File: src/rtl/rvfi_retire_serializer.sv
`default_nettype none
// ============================================================================
// Module      : rvfi_retire_serializer
// Description : Serializes an NRET-wide RVFI retirement bus into one registered
//               channel through a circular FIFO; sticky overflow/order errors.
//               Order tracker built only with RVFI_SERIALIZER_ORDER_CHECK_EN.
// Revision    : 1.0 - initial release
// ============================================================================
module rvfi_retire_serializer #(
    parameter int XLEN  = 32,
    parameter int NRET  = 2,
    parameter int DEPTH = 8
) (
    input  logic                         clock,
    input  logic                         reset_n,
    input  logic [NRET-1:0]              in_valid,
    input  logic [NRET*64-1:0]           in_order,
    input  logic [NRET*XLEN-1:0]         in_mem_addr,
    input  logic [NRET*XLEN/8-1:0]       in_mem_rmask,
    input  logic [NRET*XLEN/8-1:0]       in_mem_wmask,
    input  logic [NRET*XLEN-1:0]         in_mem_rdata,
    input  logic [NRET*XLEN-1:0]         in_mem_wdata,
    output logic                         out_valid,
    output logic [63:0]                  out_order,
    output logic [XLEN-1:0]              out_mem_addr,
    output logic [XLEN/8-1:0]            out_mem_rmask,
    output logic [XLEN/8-1:0]            out_mem_wmask,
    output logic [XLEN-1:0]              out_mem_rdata,
    output logic [XLEN-1:0]              out_mem_wdata,
    output logic [$clog2(DEPTH+1)-1:0]   level,
    output logic                         overflow,
    output logic                         order_err
);

    localparam int c_MW      = XLEN / 8;
    localparam int c_LW      = $clog2(DEPTH + 1);
    localparam int c_PW      = $clog2(DEPTH);
    localparam int c_EW      = 64 + 3 * XLEN + 2 * c_MW;
    localparam logic [c_LW-1:0] c_DEPTH_L = c_LW'(DEPTH);

    logic [c_EW-1:0] r_mem [DEPTH];
    logic [c_EW-1:0] w_entry [NRET];
    logic [63:0]     w_order [NRET];

    logic [c_PW-1:0] r_rd_ptr;
    logic [c_PW-1:0] r_wr_ptr;
    logic [c_LW-1:0] r_level;
    logic            r_overflow;
    logic            r_out_valid;
    logic [c_EW-1:0] r_out_entry;

    logic            w_pop;
    logic [c_LW-1:0] w_free;
    logic [c_LW-1:0] w_cnt;
    logic            w_drop;
    logic [NRET-1:0] w_accept;
    logic [c_PW-1:0] w_slot [NRET];

    generate
        for (genvar g = 0; g < NRET; g++) begin : g_pack
            assign w_order[g] = in_order[g*64 +: 64];
            assign w_entry[g] = {in_order[g*64 +: 64],
                                 in_mem_addr[g*XLEN +: XLEN],
                                 in_mem_rmask[g*c_MW +: c_MW],
                                 in_mem_wmask[g*c_MW +: c_MW],
                                 in_mem_rdata[g*XLEN +: XLEN],
                                 in_mem_wdata[g*XLEN +: XLEN]};
        end
    endgenerate

    // Compact valid channels oldest-first into the free slots; a popping
    // head frees its slot in the same cycle.
    always_comb begin
        w_pop    = (r_level != '0);
        w_free   = c_DEPTH_L - r_level + {{(c_LW-1){1'b0}}, w_pop};
        w_cnt    = '0;
        w_drop   = 1'b0;
        w_accept = '0;
        for (int i = 0; i < NRET; i++) begin
            w_slot[i] = '0;
            if (in_valid[i]) begin
                if (w_cnt < w_free) begin
                    w_accept[i] = 1'b1;
                    w_slot[i]   = r_wr_ptr + w_cnt[c_PW-1:0];
                    w_cnt       = w_cnt + c_LW'(1);
                end else begin
                    w_drop = 1'b1;
                end
            end
        end
    end

    always_ff @(posedge clock) begin
        for (int i = 0; i < NRET; i++) begin
            if (w_accept[i]) begin
                r_mem[w_slot[i]] <= w_entry[i];
            end
        end
    end

    always_ff @(posedge clock or negedge reset_n) begin
        if (!reset_n) begin
            r_rd_ptr    <= '0;
            r_wr_ptr    <= '0;
            r_level     <= '0;
            r_overflow  <= 1'b0;
            r_out_valid <= 1'b0;
            r_out_entry <= '0;
        end else begin
            r_wr_ptr   <= r_wr_ptr + w_cnt[c_PW-1:0];
            r_level    <= r_level + w_cnt - {{(c_LW-1){1'b0}}, w_pop};
            r_overflow <= r_overflow | w_drop;
            if (w_pop) begin
                r_out_valid <= 1'b1;
                r_out_entry <= r_mem[r_rd_ptr];
                r_rd_ptr    <= r_rd_ptr + c_PW'(1);
            end else begin
                r_out_valid <= 1'b0;
                r_out_entry <= '0;
            end
        end
    end

`ifdef RVFI_SERIALIZER_ORDER_CHECK_EN
    logic        r_armed;
    logic [63:0] r_expect;
    logic        r_order_err;
    logic        w_armed;
    logic [63:0] w_expect;
    logic        w_oerr;

    // Walk accepted entries in compaction order; every entry resyncs expect.
    always_comb begin
        w_armed  = r_armed;
        w_expect = r_expect;
        w_oerr   = 1'b0;
        for (int i = 0; i < NRET; i++) begin
            if (w_accept[i]) begin
                if (w_armed && (w_order[i] != w_expect)) begin
                    w_oerr = 1'b1;
                end
                w_armed  = 1'b1;
                w_expect = w_order[i] + 64'd1;
            end
        end
    end

    always_ff @(posedge clock or negedge reset_n) begin
        if (!reset_n) begin
            r_armed     <= 1'b0;
            r_expect    <= '0;
            r_order_err <= 1'b0;
        end else begin
            r_armed     <= w_armed;
            r_expect    <= w_expect;
            r_order_err <= r_order_err | w_oerr;
        end
    end

    assign order_err = r_order_err;
`else
    assign order_err = 1'b0;
`endif

    assign out_valid = r_out_valid;
    assign {out_order, out_mem_addr, out_mem_rmask, out_mem_wmask,
            out_mem_rdata, out_mem_wdata} = r_out_entry;
    assign level     = r_level;
    assign overflow  = r_overflow;

endmodule
`default_nettype wire

File: config.mk
export PLATFORM = sky130hd
export DESIGN_NAME = rvfi_retire_serializer
export DESIGN_NICKNAME = d
export VERILOG_FILES = /design/src/rtl/rvfi_retire_serializer.sv
export SDC_FILE = /design/constraint.sdc
export NUM_CORES = 2
export LEC_CHECK = 0
export ABC_AREA = 1
export CAP_MARGIN = 40
export CORE_UTILIZATION = 50
export DETAILED_ROUTE_END_ITERATION = 16
export PLACE_DENSITY = 0.69
export RECOVER_POWER = 100
export SYNTH_ARGS = -nofsm -noshare
export SYNTH_HDL_FRONTEND = slang
export SYNTH_SLANG_ARGS = --single-unit
File: constraint.sdc
create_clock -name clock -period 36.5 [get_ports clock]
set_input_delay 7.3 -clock clock [delete_from_list [all_inputs] [get_ports clock]]
set_output_delay 7.3 -clock clock [all_outputs]
set_load 0.03 [all_outputs]
==> metrics.yaml <==
floorplan:
  die_w_um: 405
  core_um2: 161000
  die_area_um2: 164000
  ios: 515
  die_y_um: 405
  rows: 147
  start_util: 0.505
placed_design:
  place_area_um2: 87100
  port_buffers: 513
  dp_hpwl_mm: 143
  globalplace.congestion: 0.815
synth:
  synth_area_per_cell_um2: 8.99
  synthMuxAreaShare: 0
  synth_fa_ha_area_frac: 0.00250
  synth_top_area_frac: 0.498
  synth-simple-area-share: 0.210
  yosysUniqueCellTypes: 29
  synth_area_um2: 81100
  synth_edf_count: 1344
  synth_top_cell_by_area: "edfxtp_1"
  synth.area.top_cells: "edfxtp_1, o21bai_1, nand3_1"
  yosysSeqAreaShare: 0.553
  synth_xor_area_frac: 0.000740
  ys.flop_type: "edfxtp_1"
  synth_top_family_by_area: "simple AND/OR/NAND/NOR gates"
  syn_inst: 9023
  syn-num-nets: 9378
  synth-warning-count: 0
  ys_ff_latch: 1524
  async_flop_share: 0.118
  synth_compound_area_frac: 0.172
clocking:
  cts_setup_buffers: 0
  cts_tree: "yes"
  clk_latency_ps: 840
  max-clock-path-buffers: 3
  numCtsBuffers: 168
  cts_resized: 0
  cts_num_sinks: 1524
  cts_htree_levels: 4
  holdBufCountCts: 0
  root_buffer: "clkbuf_16"
  cts.clk_slew.worst_paths_ps: 60
run:
  drv_cap: 67
cells_and_area:
  postLayoutCellArea_um2: 91600
  final_common_cell: "nand2_1"
  synthToLayoutAreaGrowth_pct: 12.9
  mostFrequentLayoutCells: "nand2_1, nand3_1, edfxtp_1, nor2_1, o21bai_1"
  seqCellArea_um2: 44900
  filler_cell_count: 13897
  final_nets: 9205
  multi_input_area_um2: 31200
  layout-drive-gt1-share: 0.0365
sta:
  hold_viol: 0
  worst_slew_pin_slew_ps: 10750
  min_period_ps: 23540
  rsz0062_at_grt: "false"
  fin_tns_setup_ps: 0
  fin_crit_sh: 0.645
  slew_violations: 3556
  fin_skew_ps: 33.1
  max_freq_ghz: 0.0425
  setup_viol: 0
  slew_headroom: -6.17
route:
  drt_iter0_drc: 9195
  vias: 69753
  ant_nets: 0
  wl_per_cell_um: 23.7
  viasPerCell: 6.25
  dr.pass1.iters: 7
  drc: 0
  drt-total-wl_mm: 265
critical_path:
  crit_arrival_ps: 24200
  path_class: "primary input to flip-flop"
  cp_max_fo: 208
  start_kind: "primary input"
  reg2reg_from: "level[2]$_DFF_PN0_"
  critPathLaunch: "in_valid[0]"
  crit_required_ps: 37170
  setup.worst_path.end_class: "flip-flop"
outcome:
  status: "finished with violations"
  violations: "max-capacitance violations, max-slew violations"
pwr:
  power.share.switching: 0.463
  ir_drop_mv: 0.172
  p_clk_frac: 0.186
  p_sw_mw: 4.19
  p_leak_nw: 33.9
  cell_internal_pwr_mw: 4.87
  combPwrFrac: 0.477
  p_per_area_nw_per_um2: 98.9
  power_frac_seq: 0.337
min_path:
  hp-start: "r_wr_ptr[2]$_DFF_PN0_"
  min_path_type: "flip-flop to flip-flop"
global_routing:
  antenna_found_initial: 19
  grtUsageTotal: 0.317
  grt_pass1_wl_mm: 402
  grt_max_degree: 217
  grt-ovfl-total: 0
  grt_pass1_vias: 67141
## synthesized netlist by cell type, drive strengths merged, types with 4 or more instances
cell,number
a31oi,168
buf,341
clkbuf,665
dfrtp,180
edfxtp,1344
ha,13
inv,194
nand2,1705
nand3,1349
nand4,7
nor2,1019
o21ai,848
o21bai,1008
o22ai,168
xor2,4
## critical path, cell delays in order
cell and delay [ps]:
dlygate4sd3_1 720, nand2_1 140, inv_1 160, ha_1 720
clkbuf_1 1160, clkinvlp_2 2330, clkbuf_1 3050, buf_12 670
clkbuf_1 1020, clkbuf_1 2580, clkbuf_1 430, clkbuf_1 2890
o21bai_1 330, nand2_1 170
## state kept, by name (all words and copies together) (netlist names)
signal	cells
r_mem	1344
level	4
out_valid	1
r_out_entry	168
r_rd_ptr	3
r_wr_ptr	3
overflow	1
## final timing paths
check                                        endpoint  slack, ps  cells after the start
max                            r_mem[7][27]$_DFFE_PP_      12970                     14
min                             r_wr_ptr[2]$_DFF_PN0_        520                      1
max reg2reg                    r_mem[7][27]$_DFFE_PP_      16440                     22
min reg2reg                     r_wr_ptr[2]$_DFF_PN0_        520                      1
max in group asynchronous   r_out_entry[66]$_DFF_PN0_      22770                      3
min in group asynchronous  r_out_entry[145]$_DFF_PN0_       8090                      1
## cells by family after synthesis
| kind of cell | after synthesis |
|---|---|
| AO/OA/AOI/OAI | 2195 |
| adder cells (fa/ha/maj) | 15 |
| XOR/XNOR | 6 |
| buffers and inverters | 1202 |
| flip-flops | 1524 |
| AND/OR/NAND/NOR | 4080 |
| other | 1 |
## through the flow
step / setup slack, ps / hold WS [ps] / utilization / power, mW / cells
global route: 12250 / 582 / 0.570 / 9.48 / 11159
CTS: 24440 / 558 / 0.575 / 9.03 / 11152
floorplan: 16280 / 517 / - / 5.94 / 9023
finish: 12970 / 521 / 0.570 / 9.05 / 11164
global placement: 23030 / 551 / 0.534 / 7.10 / 10791
detailed placement: 23550 / 546 / 0.542 / 7.36 / 10840
## layer usage
metal  global-route usage  vias to the layer above  share of wire
met5                    0                        -        0.00018
met4                0.140                        8          0.038
met3               0.0543                      599           0.11
met2                0.507                     4400           0.47
met1                0.423                    33681           0.38
li1                     -                    31065              -
## power by group through the flow
stage	registers, mW	logic, mW	clock network, mW
after floorplan	3.43	2.51	0
after global placement	3.01	4.09	0
after detailed placement	3.01	4.35	0
after CTS	2.98	4.36	1.69
after global routing	3.11	4.62	1.76
final	3.05	4.32	1.68
## layout make-up
class | count | share of cell area
diodes | 12 | 0.000328
well taps | 2160 | 0.0295
flip-flops and latches | 1524 | 0.490
inverters | 196 | 0.00823
repair buffers | 663 | 0.0721
multi-input cells | 6297 | 0.341
clock inverters | 65 | 0.00656
clock buffers | 247 | 0.0521
(Power assumes the default switching activity.)
